$ cat src/rtl/wash_pkg.sv
// Shared state codes, mode codes, output bundle and decode helpers for the wash cycle controller.
package wash_pkg;

   localparam int unsigned WDOG_CYCLES_DEF = 2047;
   localparam int unsigned WDOG_W_DEF      = 11;
   localparam int unsigned PHASE_W         = 3;
   localparam int unsigned MODE_W          = 2;

   localparam logic [PHASE_W-1:0] ST_IDLE  = 3'd0;
   localparam logic [PHASE_W-1:0] ST_READY = 3'd1;
   localparam logic [PHASE_W-1:0] ST_SOAK  = 3'd2;
   localparam logic [PHASE_W-1:0] ST_WASH  = 3'd3;
   localparam logic [PHASE_W-1:0] ST_RINSE = 3'd4;
   localparam logic [PHASE_W-1:0] ST_SPIN  = 3'd5;
   localparam logic [PHASE_W-1:0] ST_DONE  = 3'd6;
   localparam logic [PHASE_W-1:0] ST_FAULT = 3'd7;

   localparam logic [MODE_W-1:0] MODE_1 = 2'd1;
   localparam logic [MODE_W-1:0] MODE_2 = 2'd2;
   localparam logic [MODE_W-1:0] MODE_3 = 2'd3;

   typedef enum logic [PHASE_W-1:0] {
      S_IDLE  = ST_IDLE,
      S_READY = ST_READY,
      S_SOAK  = ST_SOAK,
      S_WASH  = ST_WASH,
      S_RINSE = ST_RINSE,
      S_SPIN  = ST_SPIN,
      S_DONE  = ST_DONE,
      S_FAULT = ST_FAULT
   } state_t;

   typedef struct packed {
      logic idle;
      logic ready1;
      logic ready2;
      logic ready3;
      logic soak;
      logic wash;
      logic rinse;
      logic spin;
      logic done;
      logic fault;
   } outs_t;

   localparam outs_t IDLE_OUTS = '{idle: 1'b1, default: 1'b0};

   // Phase step: abort wins, then pause hold, then the phase's own done flag, then watchdog expiry.
   function automatic state_t phase_next(state_t cur, state_t adv, logic abort,
                                         logic hold, logic flag, logic expired);
      state_t nxt;
      nxt = cur;
      if (abort)        nxt = S_IDLE;
      else if (hold)    nxt = cur;
      else if (flag)    nxt = adv;
      else if (expired) nxt = S_FAULT;
      return nxt;
   endfunction

   function automatic outs_t decode(state_t s, logic [MODE_W-1:0] mode, logic hold);
      outs_t o;
      o = '0;
      case (s)
         S_IDLE:  o.idle = 1'b1;
         S_READY: begin
            o.ready1 = (mode == MODE_1);
            o.ready2 = (mode == MODE_2);
            o.ready3 = (mode == MODE_3);
         end
         S_SOAK:  o.soak  = ~hold;
         S_WASH:  o.wash  = ~hold;
         S_RINSE: o.rinse = ~hold;
         S_SPIN:  o.spin  = ~hold;
         S_DONE:  o.done  = 1'b1;
         S_FAULT: begin
            o.idle  = 1'b1;
            o.fault = 1'b1;
         end
         default: o.idle = 1'b1;
      endcase
      return o;
   endfunction

endpackage

$ cat src/rtl/phase_watchdog.sv
// Per-phase cycle counter; expired_c rises once the current phase has lasted LIMIT cycles.
module phase_watchdog #(
   parameter int unsigned LIMIT = 2047,
   parameter int unsigned W     = 11
) (
   input  logic clk,
   input  logic rst,
   input  logic clr,
   input  logic en,
   output logic expired_c
);

   logic [W-1:0] cnt;

   // cnt holds completed cycles in the phase; the current cycle makes it cnt+1.
   assign expired_c = (32'(cnt) + 32'd1) >= LIMIT;

   always_ff @(posedge clk or posedge rst) begin
      if (rst)                    cnt <= '0;
      else if (clr)               cnt <= '0;
      else if (en && !expired_c)  cnt <= cnt + W'(1);
   end

endmodule

$ cat src/rtl/wash_cycle_ctrl.sv
// Washing machine cycle sequencer: select, soak, wash, rinse, spin, done, with per-phase watchdog.
// Optional lid-open pause in the timed phases when WASH_LID_PAUSE_EN is defined.
module wash_cycle_ctrl
   import wash_pkg::*;
#(
   parameter int unsigned WDOG_CYCLES = WDOG_CYCLES_DEF,
   parameter int unsigned WDOG_W      = WDOG_W_DEF
) (
   input  logic               clk,
   input  logic               rst,
   input  logic               start,
   input  logic               abort,
   input  logic [MODE_W-1:0]  mode,
   input  logic               lid_closed,
   input  logic               soaked,
   input  logic               washed,
   input  logic               rinsed,
   input  logic               spun,
   output logic               idle,
   output logic               ready1,
   output logic               ready2,
   output logic               ready3,
   output logic               soak,
   output logic               wash,
   output logic               rinse,
   output logic               spin,
   output logic               done,
   output logic               fault,
   output logic               paused,
   output logic [PHASE_W-1:0] phase_code
);

   state_t state, state_next;
   outs_t  outs_q;
   logic   in_phase_c, pause_c, paused_next_c;
   logic   wd_clr_c, wd_en_c, wd_expired_c;

   assign in_phase_c = state inside {S_SOAK, S_WASH, S_RINSE, S_SPIN};

`ifdef WASH_LID_PAUSE_EN
   assign pause_c = in_phase_c && !lid_closed;
`else
   assign pause_c = 1'b0;
`endif

   assign wd_clr_c = (state_next != state);
   assign wd_en_c  = in_phase_c && !pause_c;

   phase_watchdog #(
      .LIMIT (WDOG_CYCLES),
      .W     (WDOG_W)
   ) u_wdog (
      .clk       (clk),
      .rst       (rst),
      .clr       (wd_clr_c),
      .en        (wd_en_c),
      .expired_c (wd_expired_c)
   );

   always_ff @(posedge clk or posedge rst) begin
      if (rst) state <= S_IDLE;
      else     state <= state_next;
   end

   always_comb begin
      state_next    = state;
      paused_next_c = 1'b0;
      case (state)
         S_IDLE:  if (start && lid_closed && (mode != '0)) state_next = S_READY;
         S_READY: state_next = abort ? S_IDLE : S_SOAK;
         S_SOAK:  state_next = phase_next(state, S_WASH,  abort, pause_c, soaked, wd_expired_c);
         S_WASH:  state_next = phase_next(state, S_RINSE, abort, pause_c, washed, wd_expired_c);
         S_RINSE: state_next = phase_next(state, S_SPIN,  abort, pause_c, rinsed, wd_expired_c);
         S_SPIN:  state_next = phase_next(state, S_DONE,  abort, pause_c, spun,   wd_expired_c);
         S_DONE:  state_next = S_IDLE;
         S_FAULT: if (abort) state_next = S_IDLE;
         default: state_next = S_IDLE;
      endcase
      paused_next_c = pause_c && (state_next == state);
   end

   // Output registers track the state being entered so they line up with the state register.
   always_ff @(posedge clk or posedge rst) begin
      if (rst) begin
         outs_q     <= IDLE_OUTS;
         paused     <= 1'b0;
         phase_code <= ST_IDLE;
      end else begin
         outs_q     <= decode(state_next, mode, paused_next_c);
         paused     <= paused_next_c;
         phase_code <= state_next;
      end
   end

   assign idle   = outs_q.idle;
   assign ready1 = outs_q.ready1;
   assign ready2 = outs_q.ready2;
   assign ready3 = outs_q.ready3;
   assign soak   = outs_q.soak;
   assign wash   = outs_q.wash;
   assign rinse  = outs_q.rinse;
   assign spin   = outs_q.spin;
   assign done   = outs_q.done;
   assign fault  = outs_q.fault;

endmodule

$ cat config.mk
export PLATFORM = sky130hd
export DESIGN_NAME = wash_cycle_ctrl
export DESIGN_NICKNAME = d
export VERILOG_FILES = /design/src/rtl/wash_pkg.sv /design/src/rtl/phase_watchdog.sv /design/src/rtl/wash_cycle_ctrl.sv
export SDC_FILE = /design/constraint.sdc
export NUM_CORES = 1
export LEC_CHECK = 0
export CORE_MARGIN = 3
export CORE_UTILIZATION = 54
export DETAILED_ROUTE_END_ITERATION = 10
export GPL_ROUTABILITY_DRIVEN = 0
export GPL_TIMING_DRIVEN = 0
export PLACE_DENSITY = 0.79
export SYNTH_ARGS = -nofsm -noshare
export SYNTH_HDL_FRONTEND = slang
export SYNTH_SLANG_ARGS = --single-unit
export TNS_END_PERCENT = 50
$ cat constraint.sdc
create_clock -name clk -period 2.8 [get_ports clk]
set_input_delay 0.42 -clock clk [delete_from_list [all_inputs] [get_ports clk]]
set_output_delay 0.42 -clock clk [all_outputs]
set_load 0.02 [all_outputs]
### Yosys cells after proc, flatten, opt, wreduce, memory -nomap -nowiden

Cells that the tools add are included.

* register bits: 24
* input bits: 11
* output and inout port bits: 14
* logic and storage cells: 66

* add/sub/neg operators: 2
* $lt $le $gt $ge: 1
* equality and inequality tests: 18
* multiplexer cells: 23
* reductions and logical operators: 10

Operator list (number)
* 3-bit 2-to-1 mux: 12
* 32-bit by 11-bit greater-or-equal comparator with 1-bit output (second input constant): 1
* 3-bit equality test (second input constant): 8
* 3-bit one-hot mux with 8 select lines: 1
* 11-bit 2-to-1 mux: 2
* 11-bit by 1-bit adder with 12-bit output (second input constant): 1
* 3-bit by 2-bit equality test with 1-bit output (second input constant): 4
* 11-bit by 1-bit adder with 11-bit output (second input constant): 1
* 1-bit 2-to-1 mux: 7
* 3-bit by 1-bit equality test with 1-bit output (second input constant): 2
* 3-bit zero test: 2
* 2-bit equality test (second input constant): 2
* 2-bit nonzero test: 2
* 4-bit nonzero test: 1
* 1-bit logical AND: 3
* 3-bit != test: 1
* 2-bit by 1-bit equality test with 1-bit output (second input constant): 1
* 2-bit 2-to-1 mux: 1
* 2-bit OR reduction: 1
* 1-bit zero test: 1

### Depth between registers and ports, before layout

* word-level depth: 9
* depth in mapped cells: 12
* depth with buffers taken out: 10

### Modules after synthesis

From an unflattened synthesis, not the netlist that was laid out.

* cell total of the unflattened synthesis: 188
* area total of the unflattened synthesis: 1770.4 um^2

Modules (own cells, without submodules)
* wash_cycle_ctrl: times used 1, cells each 85, area each 897.1 um^2, sequential area each 326.6 um^2
* phase_watchdog: times used 1, cells each 103, area each 873.3 um^2, sequential area each 275.3 um^2

### Least setup slack after synthesis

Ideal clock, no wire load.

* path type: flip-flop to flip-flop
* from: reg phase_code[2] (netlist name)
* to: reg outs_q (netlist bit idle)
* setup time: 0.072 ns
* arrival time: 2.531 ns
* data required time: 2.728 ns
* path slack: 0.197 ns
* cell stages (with the launch flop): 13
* path buffers: 2
* clock period less this slack: 2.603 ns
* cells stage by stage: dfrtp_1 -> buf_4 -> inv_1 -> ha_1 -> or3_1 -> a31oi_1 -> or2_2 -> o21ai_0 -> a2bb2oi_1 -> o21ba_2 -> buf_6 -> or3_1 -> o21ai_1

RTL lines
* to (signal assigned): line wash_cycle_ctrl.sv:89 `outs_q <= decode(state_next, mode, paused_next_c);`
* to (decl): line wash_cycle_ctrl.sv:34 `outs_t outs_q;`

### Worst setup path after layout

* from: reg u_wdog.cnt[5]
* to: reg u_wdog.cnt[9]

* longest elaborated chain between the ends: 8
* elaborated cells on any way between the ends: 19
* classes of those cells: add/sub: 2; order compare: 1; eq/ne: 1; mux: 12; reduce/logical: 3

Ends and longest elaborated chain
* from (decl): line phase_watchdog.sv:13 `logic [W-1:0] cnt;`
* from (signal assigned): line phase_watchdog.sv:21 `else if (en && !expired_c) cnt <= cnt + W'(1);`
* 11-bit by 1-bit adder with 12-bit output: line phase_watchdog.sv:16 `assign expired_c = (32'(cnt) + 32'd1) >= LIMIT;`
* 32-bit by 11-bit greater-or-equal comparator with 1-bit output: line phase_watchdog.sv:16
* 3-bit 2-to-1 mux: line wash_pkg.sv:56 `else if (expired) nxt = S_FAULT;`
* 3-bit 2-to-1 mux: line wash_pkg.sv:55 `else if (flag) nxt = adv;`
* 3-bit 2-to-1 mux: line wash_pkg.sv:53 `if (abort) nxt = S_IDLE;`
* 3-bit one-hot mux with 8 select lines: line wash_cycle_ctrl.sv:68 `case (state)`
* 3-bit != test: line wash_cycle_ctrl.sv:46 `assign wd_clr_c = (state_next != state);`
* 11-bit 2-to-1 mux / 2-bit nonzero test (equally long branches)

Parallel ways exist; a longest one is shown, timed or not. The select of a mux whose other input is x is not followed.
A chain may end at the register's enable or synchronous reset.

==> metrics.md <==
| Metric | Value |
|---|---|
| Core area | 2880 um2 |
| Crit start category | register |
| Vias in the first global route | 1503 |
| Ports | 25 |
| VDD IR max | 0.315 mV |
| Slew HR | 40.4% |
| P&R area growth vs syn | 23.3% |
| Avg WL per Cell | 15.5 um |
| Final Util | 73.1% |
| CP top delay family | simple AND/OR/NAND/NOR gates |
| TritonCTS clock tree | built |
| Worst-path fanout max | 10 |
| Count leader, synth | dfrtp_1 |
| Crit. End Element | register |
| Period utilization | 94.5% |
| Grt total ovfl | 0 |
| Die X | 62.2 um |
| Setup WS pre-CTS | -0.161 ns |
| Vias | 1572 |
| Final Hold Viols | 0 |
| CTS Buf Count | 3 |
| Clock Path Buffers | 2 |
| Clock slew at reported path FFs | 0.14 ns |
| HP Class | in -> async |
| Post-synthesis cell area | 1710 um2 |
| R2R depth | 11 |
| Vias/cell | 5.98 |
| # rows | 19 |
| DRC | 0 |
| Final Skew | 0.00869 ns |
| Number of flops mapped to enable cells by yosys | 0 |
| H-tree depth | 1 |
| Clock Sinks | 24 |
| CP Buf/Inv Count | 3 |
| Cell count after synthesis | 188 |
| DP HPWL | 2.94 mm |
| I/O Buffers | 23 |
| Most area-hungry cell type in the Yosys netlist | dfrtp_1 |
| Seq cells post-synth | 24 |
| Initial antenna violation count | 0 |
| Synth Area per Inst | 9.07 um2 |
| Outcome | finished, final reports clean |
| Largest net degree at the start of global routing | 25 |
| Post-route antenna net violation count | 0 |
| Post-Syn Nets | 204 |
| Met2 Usage GRT | 34.0% |
| Yosys warns | 0 |
| Count of cell types in the netlist | 58 |
| CP max-delay cell | dfrtp_1 |
| First-pass GRT wire length | 6.91 mm |
| Fmax achieved | 378 MHz |
| CTS Root Cell | clkbuf_4 |
| Final setup violation count | 0 |
| GR Layer Usage met1 | 29.4% |
| Grt met3 use | 5.59% |
| Sequential fraction of the synthesis area | 35.3% |
| Req. time, crit path | 3.00 ns |
| CP max stage delay | 0.36 ns |
| Final layout net count | 238 |
| Leak pwr | 0.905 nW |
| Final min period | 2.65 ns |
| Worst path cell trace | buf_2 -> nand3_1 -> or2_4 -> o32a_1 -> nor4b_1 -> and3_1 -> buf_6 -> nand4_1 -> nand4_1 -> buf_2 -> a311oi_1 |
| Prevailing post-synth register cell | dfrtp_1 |
| Setup Crit Path Kind | reg -> reg |
| DRT iter0 DRCs | 154 |
| Worst-Margin Slew | 0.893 ns |
| Ant. Diodes | 0 |
| Top cells by area, synth | dfrtp_1, nor2_1, ha_1 |
| Yosys top cell area share | 33.7% |
| Arrival time at the worst endpoint | 2.84 ns |
| Asr flop ratio synth | 100% |
| Initial core utilization | 59.3% |
| Stages on worst setup path | 11 |
| Post-Route WL | 4.07 mm |
| GRT Total Usage | 21.7% |
| Drt pass-1 iters | 4 |
| Total chip power | 0.970 mW |
| Setup WS post-layout | 0.154 ns |
| Slew Viols, Final | 0 |
| GRT Max-Usage Layer | met2 |
| Die Ht | 62.2 um |
| Latest clock arrival within the worst-skew pair | 0.32 ns |
| Full die area | 3870 um2 |
| Max-Cap Viols | 0 |
| Pwr dens | 461 nW/um2 |
| Most instantiated cells after synthesis | dfrtp_1, nor2_1, nand2_1 |
| Layout cells sized above 1 | 19.5% |
==> where the power goes <==
part | total (mW) | internal, mW | switching, mW | leakage, nW
Sequential | 0.396 | 0.376 | 0.0200 | 0.325
Clock | 0.254 | 0.145 | 0.109 | 0.0279
Combinational | 0.319 | 0.137 | 0.182 | 0.552
==> per-stage QoR <==
stage	TNS (ns)	area, um2	hold WS [ns]	cells
2_1_floorplan	0	1710	0.434	188
3_3_place_gp	-0.191	1990	0.542	253
3_5_place_dp	-1.55	1990	0.560	253
4_1_cts	0	2060	0.586	259
5_1_grt	-0.0243	2100	0.626	263
6_report	0	2100	0.568	263
==> metal layers <==
metal | vias to the layer above | wire length [um] | share of wire, %
met5 | - | 0 | 0
met2 | 67 | 1880 | 46
met4 | 0 | 40 | 0.98
met1 | 745 | 1810 | 45
met3 | 6 | 335 | 8.2
li1 | 754 | - | -
==> cell usage in the layout, fill, tap and decap left out, drive strengths merged, types with 6 or more instances in the layout <==
| master | count |
|---|---|
| a21oi | 7 |
| nand4 | 6 |
| nand2 | 14 |
| inv | 11 |
| clkdlybuf4s50 | 23 |
| buf | 16 |
| dfrtp | 23 |
| nor3 | 9 |
| nor2 | 17 |
| o21ai | 12 |
==> what timing repair did <==
action                     in CTS  in global routing
pin swaps                       1                  1
hold buffers                    0                  0
setup buffers                   2                  4
gates resized for setup         1                  6
cloned                          0                  0
setup endpoints to repair       2                 15
==> worst paths after layout <==
kind                       slack (ns)     startpoint       endpoint
max                              0.15  u_wdog.cnt[5]  u_wdog.cnt[9]
min                              0.57            rst  u_wdog.cnt[7]
min in group clk                 0.59  u_wdog.cnt[8]  u_wdog.cnt[8]
max in group asynchronous        1.62            rst  phase_code[1]
max reg2reg                      0.15  u_wdog.cnt[5]  u_wdog.cnt[9]
min reg2reg                      0.59  u_wdog.cnt[8]  u_wdog.cnt[8]
==> registers in the layout (all words and copies together) (netlist names) <==
register and cells:
phase_code 3, wash 1, u_wdog.cnt 11, ready2 1, soak 1, ready1 1
fault 1, done 1, idle 1, spin 1, ready3 1, rinse 1
==> cells by family (layout without fill, tap and decap cells) <==
logic type,count (synthesis),count (layout),synth area share [%]
adders and majority gates,5,5,3.67
xor gates and xnor gates,5,5,2.57
muxes,1,1,0.587
AOI/OAI and AO/OA,50,50,21.7
buffers and inverters,23,56,7.56
DFF,24,24,35.3
and+or+nand+nor,79,79,28.4
other,1,1,0.220
==> worst reg2reg max path, delay by kind of cell, from the launching register on <==
| kind | cells | cell delay [ns] |
|---|---|---|
| simple gates | 6 | 1.16 |
| buf+inv | 3 | 0.59 |
| compound gates | 2 | 0.43 |
| flops | 1 | 0.36 |
==> area by class of cell <==
class	instances	area, um2
inverter	12	48.8
sequential	24	606
tap	42	52.6
timing repair buffer	29	275
clock buffer	3	22.5
buffer	11	86.3
multi-input combinational	141	982
clock inverter	1	30.0
fill	223	773
Power figures use the tool's default switching activity.
==> edit, RTL diff (same flow settings) <==
`WDOG_W_DEF`: 11 -> 15.
--- a/src/rtl/wash_pkg.sv
+++ b/src/rtl/wash_pkg.sv
@@ -3,5 +3,5 @@
 
    localparam int unsigned WDOG_CYCLES_DEF = 2047;
-   localparam int unsigned WDOG_W_DEF      = 11;
+   localparam int unsigned WDOG_W_DEF      = 15;
    localparam int unsigned PHASE_W         = 3;
    localparam int unsigned MODE_W          = 2;
Function: same outputs for any inputs over 10 cycles, from zero or initial values and one cycle with rst high; that may be too few to reach the edited logic, so the function may still have changed.
==> edit against the unedited design <==
Cell count increased by 3.8%; setup slack got worse by 0.094 ns; hold slack got worse by 0.085 ns; sequential power increased by 12%; critical path depth unchanged; highest routed layer unchanged; design area increased by 6.4%; non-clock buffer count unchanged; power increased by 11%; clock power increased by 6%; via count increased by 8.3%; synthesized area increased by 6.3%; sequential cell count increased by 4; wire length increased by 8.5%; global-route usage increased by 1.5 points.
==> edit: results (changes against the unedited design) <==
** Layout
- The sequential cell area share came to 31.5% (+2.7 points).
- The count of inverters other than clock inverters in the layout came to 8 (-4).
- Number of fillers in the final layout :: 244 (+9.4%)
- The largest registers in the layout are u_wdog.cnt x15, phase_code x3.

** Route
- The mean number of vias per cell came to 6.24 (+4.4%).
- The wire length after detailed routing is 4410 µm (+8.5%).

** Logic synthesis
- The synthesized cell area came to 1810 µm² (+6.3%).
- XOR/XNOR Fraction of Synth Area :: 0.966% (-1.6 points)
- The net count after synthesis was 212 (+3.9%).
- Compound-Gate Fraction of Synth Area :: 25.9% (+4.2 points)
- After synthesis, the cell types taking the most area are sky130_fd_sc_hd__dfrtp_1 (37%), sky130_fd_sc_hd__a211oi_1 (4.1%), sky130_fd_sc_hd__nand2_1 (3.9%).

** Power
- The part of the total power dissipated in the clock network came to 24.8% (-1.4 points).
- Switching part of the total :: 33.7% (+1.6 points)
- The worst supply voltage drop on vdd came to 323 µV (+2.6%).
- The total power of the final layout was 0.00108 W (+11%).
- P_leak :: 0.949 nW (+4.9%)

** Place
- Post-Place Cell Area :: 2090 µm² (+5.0%)
- The sum of net half-perimeters after detailed placement is 3060 µm (+4.0%).
- PortBufs :: 22 (-4.3%)

** Outcome
- Result of the run :: finished, final reports clean

** Global routing
- The wire length of the first global-routing pass came to 7690 µm (+11%).
- The number of global-route vias before repair was 1,638 (+9.0%).

** Worst setup path
- The endpoint identified for the worst register-to-register timing path is u_wdog.cnt[3].
- Slack of the worst reg-to-reg path :: 0.06 ns (-0.09 ns)

** Timing
- Hold_ws :: 0.482 ns (-0.0851 ns)
- Final Cycle Share :: 97.8% (+3.4 points)
==> edit: cell types whose count changed in the layout (fill, tap and decap cells not counted), moves of 5 or more <==
cell,delta
sky130_fd_sc_hd__dfrtp_1,+5
sky130_fd_sc_hd__nand2_1,+7
sky130_fd_sc_hd__a211oi_1,+5
sky130_fd_sc_hd__nor2_1,-9
sky130_fd_sc_hd__nand2b_1,+5
==> edit: worst max-delay path by stage <==
| stage | startpoint | endpoint | cells past startpoint |
|---|---|---|---|
| global route | u_wdog.cnt[0] | u_wdog.cnt[0] | 10 |
| floorplan | u_wdog.cnt[1] | u_wdog.cnt[12] | 10 |
| global placement | u_wdog.cnt[1] | u_wdog.cnt[14] | 10 |
| detailed placement | u_wdog.cnt[1] | u_wdog.cnt[3] | 10 |
| CTS | u_wdog.cnt[0] | u_wdog.cnt[4] | 11 |
| finish | u_wdog.cnt[0] | u_wdog.cnt[3] | 11 |
